## src/rtl/rvc_asap_pkg.sv

```systemverilog
// Shared types and constants for the RVC boot loader.
// Defining RVC_BOOT_CHECKSUM_EN adds the CSUM state to the state enum.
package rvc_asap_pkg;

    localparam int BOOT_HDR_BYTES = 4;

    typedef enum logic [2:0] {
        HDR,
        DATA,
`ifdef RVC_BOOT_CHECKSUM_EN
        CSUM,
`endif
        WAIT,
        RUN,
        ERR
    } t_boot_state;

endpackage

```

## src/rtl/rvc_boot_loader_if.sv

```systemverilog
// Boot stream input and I_MEM write / core control bundle of the boot loader.
// slave = loader side, master = stream source and memory/core side.
interface rvc_boot_loader_if;

    logic [7:0]  ByteIn;
    logic        ByteValid;
    logic        ByteReady;
    logic        BootRestart;
    logic        ImemWrEn;
    logic [31:0] ImemWrAddr;
    logic [31:0] ImemWrData;
    logic        CoreRst;
    logic        BootDone;
    logic        BootErr;

    modport master (
        output ByteIn, ByteValid, BootRestart,
        input  ByteReady, ImemWrEn, ImemWrAddr, ImemWrData, CoreRst, BootDone, BootErr
    );

    modport slave (
        input  ByteIn, ByteValid, BootRestart,
        output ByteReady, ImemWrEn, ImemWrAddr, ImemWrData, CoreRst, BootDone, BootErr
    );

endinterface

```

## src/rtl/rvc_boot_word_asm.sv

```systemverilog
// Little-endian byte-to-word assembler: 2-bit byte index, 24-bit shift register
// holding the first three bytes, and a combinational word-complete pulse.
module rvc_boot_word_asm
    import rvc_asap_pkg::*;
(
    input  logic        Clock,
    input  logic        Rst,
    input  logic        clear_i,
    input  logic        accept_i,
    input  logic [7:0]  byte_i,
    output logic [31:0] word_o,
    output logic        done_o
);

    localparam logic [1:0] LAST_IDX = 2'(BOOT_HDR_BYTES - 1);

    logic [1:0]  idx_q, idx_d;
    logic [23:0] shreg_q, shreg_d;

    always_comb begin
        // NOTE: every comb output gets a default first so no path infers a latch.
        idx_d   = idx_q;
        shreg_d = shreg_q;
        if (clear_i) begin
            idx_d   = '0;
            shreg_d = '0;
        end else if (accept_i) begin
            idx_d   = idx_q + 2'd1;
            shreg_d = {byte_i, shreg_q[23:8]};
        end
    end

    // The 4th byte completes the word in the same cycle it is accepted.
    assign word_o = {byte_i, shreg_q};
    assign done_o = accept_i && !clear_i && (idx_q == LAST_IDX);

    always_ff @(posedge Clock or negedge Rst) begin
        // NOTE: state uses non-blocking assignments so every flop samples pre-edge values.
        if (!Rst) begin
            idx_q   <= '0;
            shreg_q <= '0;
        end else begin
            idx_q   <= idx_d;
            shreg_q <= shreg_d;
        end
    end

endmodule

```

## src/rtl/rvc_boot_loader.sv

```systemverilog
// Boot loader: streams a length-prefixed image into I_MEM, then releases CoreRst.
// Optional trailing checksum word is enabled by defining RVC_BOOT_CHECKSUM_EN.
module rvc_boot_loader
    import rvc_asap_pkg::*;
#(
    parameter logic [31:0] IMEM_BASE   = 32'h0000_0000,
    parameter int          MAX_WORDS   = 4096,
    parameter int          RELEASE_DLY = 4
) (
    input  logic             Clock,
    input  logic             Rst,
    rvc_boot_loader_if.slave bus
);

    localparam logic [31:0] MAX_WORDS_W = 32'(MAX_WORDS);
    localparam logic [31:0] DLY_LAST    = (RELEASE_DLY > 0) ? 32'(RELEASE_DLY - 1) : 32'd0;
`ifdef RVC_BOOT_CHECKSUM_EN
    localparam t_boot_state END_STATE = CSUM;
`else
    localparam t_boot_state END_STATE = WAIT;
`endif

    t_boot_state state_q, state_d;
    logic [31:0] word_cnt_q, word_cnt_d;
    logic [31:0] word_idx_q, word_idx_d;
    logic [31:0] wait_cnt_q, wait_cnt_d;
    logic        wr_en_q, wr_en_d;
    logic [31:0] wr_addr_q, wr_addr_d;
    logic [31:0] wr_data_q, wr_data_d;
`ifdef RVC_BOOT_CHECKSUM_EN
    logic [31:0] csum_q, csum_d;
`endif

    logic        byte_ready, core_rst, boot_done, boot_err;
    logic        accept, restart, asm_done;
    logic [31:0] asm_word;

    assign accept  = bus.ByteValid && byte_ready;
    assign restart = bus.BootRestart && (state_q == RUN || state_q == ERR);

    rvc_boot_word_asm u_word_asm (
        .Clock    (Clock),
        .Rst      (Rst),
        .clear_i  (restart),
        .accept_i (accept),
        .byte_i   (bus.ByteIn),
        .word_o   (asm_word),
        .done_o   (asm_done)
    );

    always_ff @(posedge Clock or negedge Rst) begin
        if (!Rst) begin
            state_q    <= HDR;
            word_cnt_q <= '0;
            word_idx_q <= '0;
            wait_cnt_q <= '0;
            wr_en_q    <= 1'b0;
            wr_addr_q  <= '0;
            wr_data_q  <= '0;
`ifdef RVC_BOOT_CHECKSUM_EN
            csum_q     <= '0;
`endif
        end else begin
            state_q    <= state_d;
            word_cnt_q <= word_cnt_d;
            word_idx_q <= word_idx_d;
            wait_cnt_q <= wait_cnt_d;
            wr_en_q    <= wr_en_d;
            wr_addr_q  <= wr_addr_d;
            wr_data_q  <= wr_data_d;
`ifdef RVC_BOOT_CHECKSUM_EN
            csum_q     <= csum_d;
`endif
        end
    end

    always_comb begin
        state_d    = state_q;
        word_cnt_d = word_cnt_q;
        word_idx_d = word_idx_q;
        wait_cnt_d = wait_cnt_q;
        wr_en_d    = 1'b0;
        wr_addr_d  = wr_addr_q;
        wr_data_d  = wr_data_q;
`ifdef RVC_BOOT_CHECKSUM_EN
        csum_d     = csum_q;
`endif
        case (state_q)
            HDR: if (asm_done) begin
                word_cnt_d = asm_word;
                if (asm_word > MAX_WORDS_W) state_d = ERR;
                else if (asm_word == '0)    state_d = END_STATE;
                else                        state_d = DATA;
            end
            DATA: if (asm_done) begin
                wr_en_d    = 1'b1;
                wr_addr_d  = IMEM_BASE + (word_idx_q << 2);
                wr_data_d  = asm_word;
                word_idx_d = word_idx_q + 32'd1;
`ifdef RVC_BOOT_CHECKSUM_EN
                csum_d     = csum_q + asm_word;
`endif
                if (word_idx_q == word_cnt_q - 32'd1) state_d = END_STATE;
            end
`ifdef RVC_BOOT_CHECKSUM_EN
            CSUM: if (asm_done) state_d = (asm_word == csum_q) ? WAIT : ERR;
`endif
            // The first WAIT cycle coincides with the final write pulse.
            WAIT: begin
                if (wait_cnt_q >= DLY_LAST) state_d = RUN;
                else                        wait_cnt_d = wait_cnt_q + 32'd1;
            end
            RUN, ERR: if (restart) begin
                state_d    = HDR;
                word_cnt_d = '0;
                word_idx_d = '0;
                wait_cnt_d = '0;
`ifdef RVC_BOOT_CHECKSUM_EN
                csum_d     = '0;
`endif
            end
            default: state_d = HDR;
        endcase
    end

    always_comb begin
        byte_ready = 1'b0;
        core_rst   = 1'b1;
        boot_done  = 1'b0;
        boot_err   = 1'b0;
        case (state_q)
            HDR, DATA: byte_ready = 1'b1;
`ifdef RVC_BOOT_CHECKSUM_EN
            CSUM:      byte_ready = 1'b1;
`endif
            RUN: begin
                core_rst  = 1'b0;
                boot_done = 1'b1;
            end
            ERR:       boot_err = 1'b1;
            default:   ;
        endcase
    end

    assign bus.ByteReady  = byte_ready;
    assign bus.ImemWrEn   = wr_en_q;
    assign bus.ImemWrAddr = wr_addr_q;
    assign bus.ImemWrData = wr_data_q;
    assign bus.CoreRst    = core_rst;
    assign bus.BootDone   = boot_done;
    assign bus.BootErr    = boot_err;

endmodule

```

## src/flat_wrapper.sv

```systemverilog
// flat-port wrapper written by rule: the top's interface ports become plain ports
module rvc_boot_loader_flat import rvc_asap_pkg::*;
#(
    parameter logic [31:0] IMEM_BASE   = 32'h0000_0000,
    parameter int          MAX_WORDS   = 4096,
    parameter int          RELEASE_DLY = 4
)
  (Clock, Rst, bus_ByteIn, bus_ByteValid, bus_BootRestart, bus_ByteReady, bus_ImemWrEn, bus_ImemWrAddr, bus_ImemWrData, bus_CoreRst, bus_BootDone, bus_BootErr);
  rvc_boot_loader_if bus_i ();
  input  logic Clock;
  input  logic Rst;
  input wire logic [$bits(bus_i.ByteIn)-1:0] bus_ByteIn;
  input wire logic [$bits(bus_i.ByteValid)-1:0] bus_ByteValid;
  input wire logic [$bits(bus_i.BootRestart)-1:0] bus_BootRestart;
  output wire logic [$bits(bus_i.ByteReady)-1:0] bus_ByteReady;
  output wire logic [$bits(bus_i.ImemWrEn)-1:0] bus_ImemWrEn;
  output wire logic [$bits(bus_i.ImemWrAddr)-1:0] bus_ImemWrAddr;
  output wire logic [$bits(bus_i.ImemWrData)-1:0] bus_ImemWrData;
  output wire logic [$bits(bus_i.CoreRst)-1:0] bus_CoreRst;
  output wire logic [$bits(bus_i.BootDone)-1:0] bus_BootDone;
  output wire logic [$bits(bus_i.BootErr)-1:0] bus_BootErr;
  assign bus_i.ByteIn = bus_ByteIn;
  assign bus_i.ByteValid = bus_ByteValid;
  assign bus_i.BootRestart = bus_BootRestart;
  assign bus_ByteReady = bus_i.ByteReady;
  assign bus_ImemWrEn = bus_i.ImemWrEn;
  assign bus_ImemWrAddr = bus_i.ImemWrAddr;
  assign bus_ImemWrData = bus_i.ImemWrData;
  assign bus_CoreRst = bus_i.CoreRst;
  assign bus_BootDone = bus_i.BootDone;
  assign bus_BootErr = bus_i.BootErr;
  rvc_boot_loader #(.IMEM_BASE(IMEM_BASE), .MAX_WORDS(MAX_WORDS), .RELEASE_DLY(RELEASE_DLY)) u_core (.Clock(Clock), .Rst(Rst), .bus(bus_i));
endmodule
```

## config.mk

```make
export PLATFORM = sky130hd
export DESIGN_NAME = rvc_boot_loader_flat
export DESIGN_NICKNAME = d
export VERILOG_FILES = /design/src/rtl/rvc_asap_pkg.sv /design/src/rtl/rvc_boot_loader_if.sv /design/src/rtl/rvc_boot_word_asm.sv /design/src/rtl/rvc_boot_loader.sv /design/src/flat_wrapper.sv
export SDC_FILE = /design/constraint.sdc
export NUM_CORES = 1
export LEC_CHECK = 0
export ABC_CLOCK_PERIOD_IN_PS = 3530
export CORE_MARGIN = 2
export CORE_UTILIZATION = 42
export DETAILED_ROUTE_END_ITERATION = 16
export MAX_ROUTING_LAYER = met4
export PLACE_DENSITY = 0.72
export SLEW_MARGIN = 10
export SYNTH_ARGS = -nofsm -noshare
export SYNTH_HDL_FRONTEND = slang
export SYNTH_SLANG_ARGS = --single-unit
```

## constraint.sdc

```tcl
create_clock -name Clock -period 3.53 [get_ports Clock]
set_input_delay 0.8825 -clock Clock [delete_from_list [all_inputs] [get_ports Clock]]
set_output_delay 0.8825 -clock Clock [all_outputs]
set_load 0.1 [all_outputs]
```

**After elaboration in Yosys (flattened, before gate mapping)**

Cells that the tools add are included.

- $add $sub $neg: 4
- Magnitude comparators: 2
- Eq/ne operators: 12
- Multiplexer cells: 25
- Reductions and logical operators: 19

Operators by type and width:

| cell | number |
|---|---|
| case mux 32 bit (2 select lines) | 3 |
| two-way mux 32 bit | 4 |
| adder 32 x 1 -> 32 bit, second input constant | 2 |
| two-way mux 24 bit | 2 |
| == test 32 bit | 1 |
| greater-or-equal comparator 32 x 2 -> 1 bit, second input constant | 1 |
| > comparator 32 x 13 -> 1 bit, second input constant | 1 |
| zero test 32 bit | 1 |
| subtractor 32 x 1 -> 32 bit, second input constant | 1 |
| two-way mux 3 bit | 6 |
| case mux 3 bit (4 select lines) | 1 |
| AND reduction 3 bit | 3 |
| != test 2 x 1 -> 1 bit, second input constant | 4 |
| nonzero test 2 bit | 4 |
| == test 3 x 2 -> 1 bit, second input constant | 2 |
| two-way mux 1 bit | 6 |
| two-way mux 2 bit | 3 |
| AND reduction 5 bit | 1 |
| logical AND 1 bit | 4 |
| != test 2 bit, second input constant | 2 |
| OR reduction 2 bit | 2 |
| == test 3 x 1 -> 1 bit, second input constant | 1 |
| == test 3 bit, second input constant | 1 |
| zero test 3 bit | 1 |
| other kinds (5) | 5 |

- Register bits: 188
- Bits of input ports: 12
- Output and inout bits: 69
- Logic and storage cells: 71

**Longest topological paths before layout**

Gate-level depths: netlist (run 1).

- Depth in word-level cells: 8
- Mapped depth: 11
- Gate-level depth less buffers: 10

**By module**

From an unflattened synthesis (run 1), not the netlist that was laid out.

- Cells, all modules: 873
- Area, all modules: 9090.0 um^2

By module, submodules not included:

| module | instances | cells an instance | area an instance (um^2) | seq. area each (um^2) |
|---|---|---|---|---|
| rvc_boot_loader | 1 | 778 | 7933.9 | 4053.9 |
| rvc_boot_word_asm | 1 | 95 | 1156.1 | 650.6 |

**Worst setup path after synthesis (run 1)**

No wires, ideal clock.

- Kind: register to register
- Start: register u_core.state_q[1]
- End: register u_core.word_cnt_q[2]
- Library setup time: 85 ps
- Arrival: 3119 ps
- Setup slack: 325 ps
- Stages on the path, launching flop included: 8
- Buffers on the path: 2
- Clock period less this slack: 3205 ps
- Cells stage by stage: dfrtp_1 -> buf_2 -> nand3b_1 -> inv_1 -> a22oi_1 -> clkbuf_1 -> nand2_1 -> o21ai_0

- Longest elaborated chain between the ends: 8
- Elaborated cells on any way between the ends: 18
- Classes of those cells: eq/ne (5); mux (2); reduce/logical (11)

RTL lines:

| what | RTL line | source |
|---|---|---|
| from (decl) | rvc_boot_loader.sv:23 | `t_boot_state state_q, state_d;` |
| from (signal assigned) | rvc_boot_loader.sv:64 | `state_q <= state_d;` |
| == test 3 x 1 -> 1 bit (tied with other cells) | rvc_boot_loader.sv:131 | `case (state_q)` |
| OR reduction 2 bit or logical OR 1 bit (tied branches) | rvc_boot_loader.sv:131, rvc_boot_loader.sv:39 |  |
| two-way mux 1 bit or logical AND 1 bit (tied branches) | rvc_boot_loader.sv:131, rvc_boot_loader.sv:39 |  |
| logical AND 1 bit or zero test 1 bit (tied branches) | rvc_boot_loader.sv:38, rvc_boot_word_asm.sv:35 |  |
| logical AND 1 bit (2 in series) | rvc_boot_word_asm.sv:35 | `assign done_o = accept_i && !clear_i && (idx_q == LAST_IDX);` |
| != test 2 x 1 -> 1 bit (no source line) | - |  |
| AND reduction 3 bit (no source line) | - |  |
| to (signal assigned) | rvc_boot_loader.sv:65 | `word_cnt_q <= word_cnt_d;` |
| to (decl) | rvc_boot_loader.sv:24 | `logic [31:0] word_cnt_q, word_cnt_d;` |

Parallel ways exist; a longest one is shown, timed or not.
A chain may end at the register's enable or synchronous reset.

**Final worst setup path (run 1)**

- Start: register u_core.word_cnt_q[0]
- End: register u_core.state_q[1]

- Longest elaborated chain between the ends: 4

RTL lines:

| what | RTL line | source |
|---|---|---|
| subtractor 32 x 1 -> 32 bit | rvc_boot_loader.sv:103 | `if (word_idx_q == word_cnt_q - 32'd1) state_d = END_STATE;` |
| == test 32 bit | rvc_boot_loader.sv:103 |  |
| != test 2 x 1 -> 1 bit (no source line) | - |  |
| AND reduction 5 bit (no source line) | - |  |

Every way passes these cells.

==> qor.csv, run 1 <==
stage;metric;value;unit
outcome;status;finished, final reports clean;
timing;maxSlewHeadroom;0.3792;
final_layout;finish.instance_area;10550;um^2
placement;dp_slack;-0.009079;ns
clocking;clockBufferDepth;2;
job;drv_cap;0;
floorplan;dieArea;22900;um^2
yosys;ys_seq_area_frac;0.5161;
timing;tightestPinTransition;0.9215;ns
drt;initialDrtViolationCount;546;
final_layout;fin_nets;1108;
global_route;grt_overflow_total;0;
clocking;h-tree-depth;4;
setup_path;worstPathMaxFanout;6;
setup_path;critPathArrivalTime;3.62;ns
placement;place_hpwl;15200;um
floorplan;num_rows;53;
power_and_ir_drop;ir_worst_vdd;0.7936;mV
clocking;root_buffer;clkbuf_16;
clocking;ctsHoldBuffers;0;
yosys;synth_common_cells;331 x nand2_1, 188 x dfrtp_1, 77 x nor2_1, 74 x o21ai_0, 50 x clkbuf_1;
floorplan;start_util;0.4309;
floorplan;core;21150;um^2
drt;wire_per_inst;15.91;um
yosys;syn_inst;1038;
floorplan;die_w;151.3;um
clocking;cts_tree;built;
yosys;synthTopCellsByArea;dfrtp_1 52%, nand2_1 14%, o21ai_0 4.1%, xor2_1 3.7%, nor2_1 3.2%;
drt;vias_per_cell;5.403;
timing;setup_violations;0;
power_and_ir_drop;p_total;6834;uW
setup_path;crit_family;simple AND/OR/NAND/NOR gates;
setup_path;critPathCaptureType;flop;
drt;drtAntennaViolNets;0;
clocking;ctsResizeCount;0;
setup_path;required;3.91;ns
yosys;yosys_warnings;0;
timing;skew;0.01190;ns
timing;setup_ws;0.2880;ns
global_route;grt_pass1_wl;35890;um
drt;wl;21950;um
final_layout;final_util;0.4986;
clocking;cts_setup_buffers;0;
floorplan;die_y;151.3;um
placement;postPlaceCellArea;9983;um^2
setup_path;cpPeakStageDelay;0.53;ns
final_layout;syn_to_final_growth;15.70;%
timing;tns;0;ns
timing;rsz0062_at_grt;false;
yosys;yosysTopAreaCellShare;0.5161;
final_layout;antenna_cells;0;
setup_path;cp_num_buf_inv;1;
global_route;grt_pass1_vias;6823;
floorplan;pin_count;81;
timing;period_needed;3.242;ns
placement;port_buffers;78;
setup_path;start_kind;flop;
yosys;synth-seq-cells;188;
timing;fmax;308.5;MHz
clocking;clkSinkCount;188;
clocking;cts_buffers;17;
clocking;clkTransAtPathRegs;0.07;ns
yosys;synth_cell_type_count;66;
yosys;synth_edf_count;0;
setup_path;worstSetupPathType;reg2reg;
timing;slew_viol_final;0;
global_route;track_usage;0.2057;
placement;gp_congestion;0.8972;
setup_path;crit_path_top_delay_cell;or4b_4;
final_layout;regArea;4705;um^2
global_route;grt_max_degree;86;
power_and_ir_drop;power_density;648.0;nW/um^2
global_route;antenna_found_initial;0;
yosys;synth.most_common_cell;nand2_1;
final_layout;fillers;1986;
final_layout;layout-drive-gt1-share;0.1222;
hold_path;hp-class;in2async;
yosys;yosys.area.top_type;dfrtp_1;
power_and_ir_drop;leakagePower;0.005243;uW
clocking;worst_skew_pair.late_latency;0.44;ns
drt;route.detailed.drc;0;
yosys;syn_area_per_cell;8.781;um^2
drt;vias;7456;
final_layout;multi_input_area;4104;um^2
setup_path;worstPathCellList;inv_1 > ha_1 > or4b_4 > or4b_1 > nand3_1 > a31oi_1 > a2111oi_0 > nand4b_1 > or3_1 > nand2_1;
timing;fin_crit_sh;0.9184;
timing;hold_viol;0;
yosys;netlist_area;9115;um^2
drt;first_pass_iters;5;
yosys;async_flop_share;1.000;
yosys;synth_flop_cell;dfrtp_1;
==> power breakdown <==
part	internal [uW]	switching, uW
sequential	2410	225
clock	950	901
combinational	436	1910
total	3800	3030
==> sequential cells by signal (all words and copies together), names as in the netlist <==
register,cells
u_core.u_word_asm.idx_q,2
u_core.word_cnt_q,32
u_core.bus.ImemWrData,32
u_core.bus.ImemWrEn,1
u_core.state_q,3
u_core.u_word_asm.shreg_q,24
u_core.wait_cnt_q,32
u_core.bus.ImemWrAddr,30
u_core.word_idx_q,32
==> kinds of logic (layout without fill, tap and decap cells) <==
kind of cell	after synthesis	after routing	share of synthesized area
simple gates	562	562	0.2863
mux	6	6	0.006726
flops	188	188	0.5161
other cells	1	2	0.0004114
compound gates	142	142	0.09142
buf+inv	75	141	0.03583
xor+xnor	60	60	0.05765
fa+ha+maj	4	4	0.005491
==> cell type report <==
type	count	share of cell area
clock inverter	13	0.01139
timing repair buffer	98	0.07486
inverter	11	0.003915
clock buffer	19	0.04200
tap	275	0.03263
multi-input combinational	776	0.3891
sequential	188	0.4461
==> per-stage QoR <==
stage,hold slack (ns),cells
finish,0.4510,1380
global route,0.4934,1380
CTS,0.4715,1380
detailed placement,0.4671,1348
global placement,0.4603,1348
floorplan,0.4672,1039
==> layout by cell type (no fill, tap or decap), drive strengths merged, types with 4 or more instances in the layout <==
cell type / count
a21oi: 24
inv: 19
nand2: 331
mux2i: 5
o22ai: 4
nand3: 16
a41oi: 5
and4: 14
clkbuf: 19
nor2: 78
xor2: 39
dfrtp: 188
and3: 11
nor3: 10
o211ai: 4
a31oi: 13
clkinv: 4
or4: 4
or3: 10
nor2b: 10
nand3b: 5
xnor2: 21
o21ai: 76
ha: 4
clkdlybuf4s50: 10
or4b: 5
buf: 88
nor4: 29
nand4: 20
==> metal layers <==
layer	part of all wire	global-route usage	routed length, um
met1	0.48	0.2934	10470
met5	0	-	0
met2	0.47	0.3079	10220
met3	0.045	0.03012	977
met4	0.013	0.05701	286
==> worst register-to-register path, cell delays in order, from the launching register on <==
cell and delay (ns):
dfrtp_1 0.45, inv_1 0.10, ha_1 0.26, or4b_4 0.53, or4b_1 0.51, nand3_1 0.10
a31oi_1 0.10, a2111oi_0 0.48, nand4b_1 0.25, or3_1 0.36, nand2_1 0.07
==> worst paths after layout <==
kind,startpoint,to,slack (ns),depth (start not counted)
min in group Clock,u_core.bus.ImemWrAddr[19],u_core.bus.ImemWrAddr[19],0.48,2
worst max register to register,u_core.word_cnt_q[0],u_core.state_q[1],0.29,10
worst min register to register,u_core.bus.ImemWrAddr[19],u_core.bus.ImemWrAddr[19],0.48,2
worst min-delay path,Rst,u_core.bus.ImemWrEn,0.45,1
max in group asynchronous,Rst,u_core.bus.ImemWrData[21],2.35,2
worst max-delay path,u_core.word_cnt_q[0],u_core.state_q[1],0.29,10
(Power assumes the default switching activity.)
==> inputs of run 2 (changes only) <==
--- a/config.mk
+++ b/config.mk
@@ -6,9 +6,11 @@
 export NUM_CORES = 1
 export LEC_CHECK = 0
 export ABC_CLOCK_PERIOD_IN_PS = 3530
+export CORE_ASPECT_RATIO = 1.25
 export CORE_MARGIN = 2
 export CORE_UTILIZATION = 42
 export DETAILED_ROUTE_END_ITERATION = 16
+export GPL_TIMING_DRIVEN = 1
 export MAX_ROUTING_LAYER = met4
 export PLACE_DENSITY = 0.72
 export SLEW_MARGIN = 10
==> run 2 against run 1 <==
Highest routed layer unchanged. Combinational power hardly changed. Worst hold slack worse by 0.0027 ns. First-iteration DRC count is 19% lower. Final cell count hardly changed. Fmax is 0.17% higher. Total power is 0.92% higher. Routed wire length is 0.20% lower. Sequential power hardly changed. Critical path depth stayed put. Non-clock buffer count is 3 lower. Core utilization is 0.50 points lower. Largest cell class unchanged. Clock skew is 0.0013 ns lower.
==> qor.csv, run 2 (synthesis gave the netlist of run 1 again) <==
stage;metric;value;unit;change
power_and_ir_drop;p_total;6898;uW;+0.92%
setup_path;start_kind;flop;;
setup_path;required;3.90;ns;about the same
final_layout;final_cells;1381;;+0.072%
clocking;clkTransAtPathRegs;0.07;ns;about the same
floorplan;num_rows;60;;+13%
outcome;status;finished, final reports clean;;
final_layout;layout_common_cells;331 x nand2_1, 188 x dfrtp_1, 81 x buf_4, 77 x nor2_1, 74 x o21ai_0;;
clocking;clockBufferDepth;2;;unchanged
drt;route.detailed.drc;0;;unchanged
placement;dp_slack;0.1639;ns;+0.1729 ns
setup_path;critPathCaptureType;flop;;
final_layout;syn_to_final_growth;15.85;%;
clocking;root_buffer;clkbuf_16;;
floorplan;dieArea;22900;um^2;about the same
floorplan;start_util;0.4260;;-0.004863
setup_path;worstPathCellList;inv_1 > ha_1 > or4b_4 > or4b_1 > nand3_1 > a31oi_1 > a2111oi_0 > nand4b_1 > or3_1 > nand2_1;;
timing;period_needed;3.237;ns;-0.005480 ns
floorplan;pin_count;81;;unchanged
placement;port_buffers;78;;unchanged
timing;tns;0;ns;unchanged
drt;drtAntennaViolNets;0;;unchanged
setup_path;critPathArrivalTime;3.61;ns;about the same
job;drv_cap;0;;unchanged
clocking;cts_buffers;17;;unchanged
timing;whs;0.4483;ns;-0.002728 ns
placement;dpl.cell_count;1349;;+0.074%
timing;hold_viol;0;;unchanged
final_layout;fin_nets;1105;;-0.27%
setup_path;cpPeakStageDelay;0.53;ns;about the same
floorplan;die_w;135.8;um;-10%
placement;gp_congestion;0.8588;;-4.3%
timing;fmax;309.0;MHz;+0.17%
global_route;antenna_found_initial;0;;unchanged
global_route;grt_pass1_vias;6854;;+0.45%
final_layout;layout-drive-gt1-share;0.1198;;-0.002390
clocking;ctsResizeCount;0;;unchanged
clocking;clkSinkCount;188;;unchanged
drt;first_pass_iters;5;;unchanged
timing;tightestPinTransition;0.8732;ns;-0.04824 ns
setup_path;worstSetupPathType;reg2reg;;
setup_path;worstPathMaxFanout;6;;unchanged
power_and_ir_drop;leakagePower;0.005238;uW;about the same
floorplan;core;21400;um^2;+1.1%
hold_path;hp-class;in2async;;
global_route;grt_pass1_wl;35810;um;-0.23%
timing;setup_ws;0.2935;ns;+0.005480 ns
clocking;worst_skew_pair.late_latency;0.44;ns;about the same
drt;wire_per_inst;15.86;um;-0.28%
clocking;cts_setup_buffers;0;;unchanged
final_layout;layout_commonest_cell;nand2_1;;
timing;skew;0.01065;ns;-0.001253 ns
drt;initialDrtViolationCount;440;;-19%
timing;slew_viol_final;0;;unchanged
setup_path;crit_path_top_delay_cell;or4b_4;;
clocking;h-tree-depth;4;;unchanged
global_route;grt_overflow_total;0;;unchanged
timing;setup_violations;0;;unchanged
drt;wl;21910;um;-0.20%
placement;place_hpwl;15070;um;-0.89%
floorplan;die_y;168.7;um;+11%
global_route;grt_max_degree;86;;unchanged
power_and_ir_drop;ir_worst_vdd;0.5939;mV;-25%
clocking;cts_tree;built;;
global_route;track_usage;0.2038;;-0.001903
drt;vias_per_cell;5.358;;-0.82%
power_and_ir_drop;power_density;653.2;nW/um^2;+0.79%
timing;rsz0062_at_grt;false;;
final_layout;antenna_cells;0;;unchanged
timing;maxSlewHeadroom;0.4164;;+0.03724
clocking;ctsHoldBuffers;0;;unchanged
timing;fin_crit_sh;0.9169;;-0.001552
drt;vias;7400;;-0.75%
## run 2: cell types whose count changed in the layout (fill, tap and decap cells not counted), sizes merged
cell | previous run | this run
buf | 88 | 84
bufinv | 0 | 1
clkbuf | 19 | 21
clkinv | 4 | 1
clkinvlp | 1 | 2
## run 2: report_power, final
group	switching, uW	internal (uW)	total, uW	leakage (uW)
clock	876	1030	1910	0.000281
combinational	1910	436	2340	0.00244
sequential	234	2410	2650	0.00252
total	3020	3880	6900	0.00524
## run 2: area by class of cell
class                   count  area (um^2)
multi-input cells         776         4104
clock inverters            12        122.6
flip-flops and latches    188         4705
fillers                  2042        10840
repair buffers             95        782.0
inverters                  11        41.29
clock buffers              20        456.7
well taps                 279        349.1
## run 2: critical path: cells and delay by family (launching register included)
kind | cells | cell delay [ns]
buffers and inverters | 1 | 0.09
AO/OA/AOI/OAI | 2 | 0.57
AND/OR/NAND/NOR | 6 | 1.81
flip-flops | 1 | 0.45
adder cells (fa/ha/maj) | 1 | 0.27
## run 2: layer usage
metal	wire length [um]	track usage	share of wire
met3	789	0.02995	0.036
met1	9648	0.2588	0.44
met2	10460	0.3184	0.48
met5	0	-	0
met4	1006	0.1033	0.046
## run 2: worst paths after layout
kind | startpoint | endpoint | slack (ns) | cells past startpoint
setup / recovery | u_core.word_cnt_q[0] | u_core.state_q[1] | 0.29 | 10
hold / removal | Rst | u_core.wait_cnt_q[8] | 0.45 | 1
setup reg to reg | u_core.word_cnt_q[0] | u_core.state_q[1] | 0.29 | 10
hold reg to reg | u_core.bus.ImemWrAddr[16] | u_core.bus.ImemWrAddr[16] | 0.47 | 2
max in group asynchronous | Rst | u_core.word_cnt_q[14] | 2.38 | 2
min in group Clock | u_core.bus.ImemWrAddr[16] | u_core.bus.ImemWrAddr[16] | 0.47 | 2
## run 2: through the flow
| stage | util | area (um^2) |
|---|---|---|
| floorplan | - | 9119 |
| global placement | 0.4665 | 9981 |
| detailed placement | 0.4665 | 9981 |
| CTS | 0.4936 | 10560 |
| global route | 0.4936 | 10560 |
| finish | 0.4936 | 10560 |
==> inputs of run 3 (changes only) <==
--- a/config.mk
+++ b/config.mk
@@ -7,7 +7,6 @@
 export LEC_CHECK = 0
 export ABC_CLOCK_PERIOD_IN_PS = 3530
 export CORE_ASPECT_RATIO = 1.25
-export CORE_MARGIN = 2
 export CORE_UTILIZATION = 42
 export DETAILED_ROUTE_END_ITERATION = 16
 export GPL_TIMING_DRIVEN = 1
==> run 3 against run 2 <==
Sequential share of layout area grew 0.31 points. Global-route usage increased by 0.42 points. Setup slack improved by 0.026 ns. First-iteration DRC count is 21% higher. Die area down 2.6%. Routed wire length fell by 1.3%. Count of clock-buffer cells in the layout unchanged. Design area down 0.69%. Fmax rose by 0.79%. Sequential power hardly changed. Clock skew is 0.0021 ns higher.
==> qor.csv, run 3 (synthesis gave the netlist of run 1 again) <==
stage;metric;value;unit;change
outcome;status;finished, final reports clean;;
timing;setup_violations;0;;unchanged
timing;tightestPinTransition;0.8919;ns;+0.01870 ns
drt;wl_met1;9754;um;+1.1%
final_layout;fillers;2041;;-0.049%
global_route;grt_overflow_total;0;;unchanged
drt;wire_per_inst;15.72;um;-0.89%
global_route;antenna_found_initial;0;;unchanged
clocking;clkTransAtPathRegs;0.07;ns;about the same
job;drv_cap;0;;unchanged
timing;setup_ws;0.3190;ns;+0.02552 ns
floorplan;die_y;166.7;um;-1.2%
floorplan;core;21040;um^2;-1.7%
clocking;worst_skew_pair.late_latency;0.44;ns;about the same
clocking;cts_tree;built;;
setup_path;critPathCaptureType;flop;;
final_layout;antenna_cells;0;;unchanged
drt;drtAntennaViolNets;0;;unchanged
placement;port_buffers;78;;unchanged
timing;maxSlewHeadroom;0.4039;;-0.01250
timing;hold_viol;0;;unchanged
floorplan;die_w;133.8;um;-1.5%
placement;dpl.cell_count;1344;;-0.37%
setup_path;critPathArrivalTime;3.58;ns;-0.03 ns
power_and_ir_drop;p_total;6728;uW;-2.5%
timing;skew;0.01273;ns;+0.002079 ns
global_route;grt_pass1_wl;36060;um;+0.69%
timing;slew_viol_final;0;;unchanged
placement;postPlaceCellArea;9962;um^2;-0.19%
final_layout;multi_input_area;4104;um^2;unchanged
floorplan;pin_count;81;;unchanged
power_and_ir_drop;ir_worst_vdd;0.6265;mV;+5.5%
setup_path;r2r-end;u_core.state_q[1];;
setup_path;start_kind;flop;;
drt;vias;7314;;-1.2%
drt;vias_per_cell;5.319;;-0.73%
floorplan;num_rows;59;;-1.7%
setup_path;required;3.90;ns;about the same
timing;fmax;311.4;MHz;+0.79%
global_route;track_usage;0.2080;;+0.004162
setup_path;regToRegSetupSlack;0.32;ns;+0.03 ns
clocking;ctsResizeCount;0;;unchanged
timing;period_needed;3.211;ns;-0.02552 ns
timing;fin_crit_sh;0.9096;;-0.007230
global_route;grt_pass1_vias;6970;;+1.7%
drt;initialDrtViolationCount;533;;+21%
setup_path;crit_family;simple AND/OR/NAND/NOR gates;;
drt;met2_length;10860;um;+3.8%
drt;dr.max_layer_used;met4;;
placement;dp_slack;-0.01233;ns;-0.1762 ns
drt;dr_wl_met3;686;um;-13%
final_layout;layout_common_cells;331 x nand2_1, 188 x dfrtp_1, 82 x buf_4, 77 x nor2_1, 74 x o21ai_0;;
clocking;clockBufferDepth;2;;unchanged
drt;wl;21620;um;-1.3%
final_layout;layout_commonest_cell;nand2_1;;
setup_path;worstPathCellList;inv_1 > ha_1 > nor4b_1 > and4b_1 > and4b_1 > o21ai_0 > a2111oi_0 > nand4b_1 > or3_1 > nand2_1;;
final_layout;layout-drive-gt1-share;0.1172;;-0.002616
placement;gp_congestion;0.8654;;+0.77%
floorplan;dieArea;22300;um^2;-2.6%
final_layout;fin_nets;1105;;unchanged
power_and_ir_drop;power_density;641.6;nW/um^2;-1.8%
setup_path;worstPathMaxFanout;6;;unchanged
final_layout;syn_to_final_growth;15.06;%;
power_and_ir_drop;leakagePower;0.005197;uW;-0.78%
setup_path;crit_top_cell;and4b_1;;
clocking;clkSinkCount;188;;unchanged
setup_path;reg2regPathDepth;10;;unchanged
setup_path;cp_num_buf_inv;1;;unchanged
timing;rsz0062_at_grt;false;;
hold_path;hp-class;in2async;;
final_layout;finish.instance_area;10490;um^2;-0.69%
clocking;h-tree-depth;4;;unchanged
final_layout;final_cells;1375;;-0.43%
final_layout;regArea;4705;um^2;unchanged
global_route;grt_max_degree;86;;unchanged
placement;place_hpwl;14910;um;-1.1%
setup_path;worstSetupPathType;reg2reg;;
floorplan;start_util;0.4332;;+0.007221
drt;route.detailed.drc;0;;unchanged
setup_path;crit_path_top_delay_cell;nor4b_1;;
clocking;root_buffer;clkbuf_16;;
clocking;ctsHoldBuffers;0;;unchanged
setup_path;cpPeakStageDelay;0.52;ns;about the same
drt;first_pass_iters;5;;unchanged
final_layout;final_util;0.4985;;+0.004916
clocking;cts_setup_buffers;0;;unchanged
clocking;cts_buffers;17;;unchanged
setup_path;rr_startpoint;u_core.word_cnt_q[0];;
run 3: changes by cell type in the layout (fill, tap and decap cells not counted), sizes merged:
cell and delta:
inv -4, clkinvlp +3, bufinv -1, clkinv +1
run 3: report_power, final:
part / internal (uW) / leakage (uW) / switching, uW
sequential: 2410 / 0.00252 / 226
combinational: 430 / 0.00244 / 1900
clock: 908 / 0.000241 / 851
total: 3750 / 0.00520 / 2980
run 3: how the worst max path moves through the flow:
stage / cells past startpoint / to / startpoint
after global placement: 9 / u_core.word_idx_q[30] / bus_ByteValid
after detailed placement: 9 / u_core.word_idx_q[30] / bus_ByteValid
after CTS: 10 / u_core.state_q[1] / u_core.word_cnt_q[0]
final: 10 / u_core.state_q[1] / u_core.word_cnt_q[0]
after global routing: 10 / u_core.state_q[1] / u_core.word_cnt_q[0]
after floorplan: 7 / u_core.word_cnt_q[2] / u_core.state_q[1]
run 3: layout make-up:
type / count / area share
Clock inverter: 11 / 0.008470
Clock buffer: 20 / 0.04164
Multi-Input combinational cell: 776 / 0.3913
Sequential cell: 188 / 0.4486
Inverter: 11 / 0.003937
Tap cell: 274 / 0.03269
Timing Repair Buffer: 95 / 0.07337
run 3: metal layers:
| metal | track usage | up-vias |
|---|---|---|
| met1 | 0.2718 | 3519 |
| met3 | 0.02983 | 24 |
| met5 | - | - |
| met4 | 0.06126 | 0 |
| met2 | 0.3345 | 153 |
| li1 | - | 3618 |
run 3: per-stage QoR:
stage | TNS, ns | hold slack [ns]
global placement | 0 | 0.4628
floorplan | 0 | 0.4672
detailed placement | -0.01233 | 0.4650
CTS | 0 | 0.4842
global route | 0 | 0.4965
finish | 0 | 0.4620
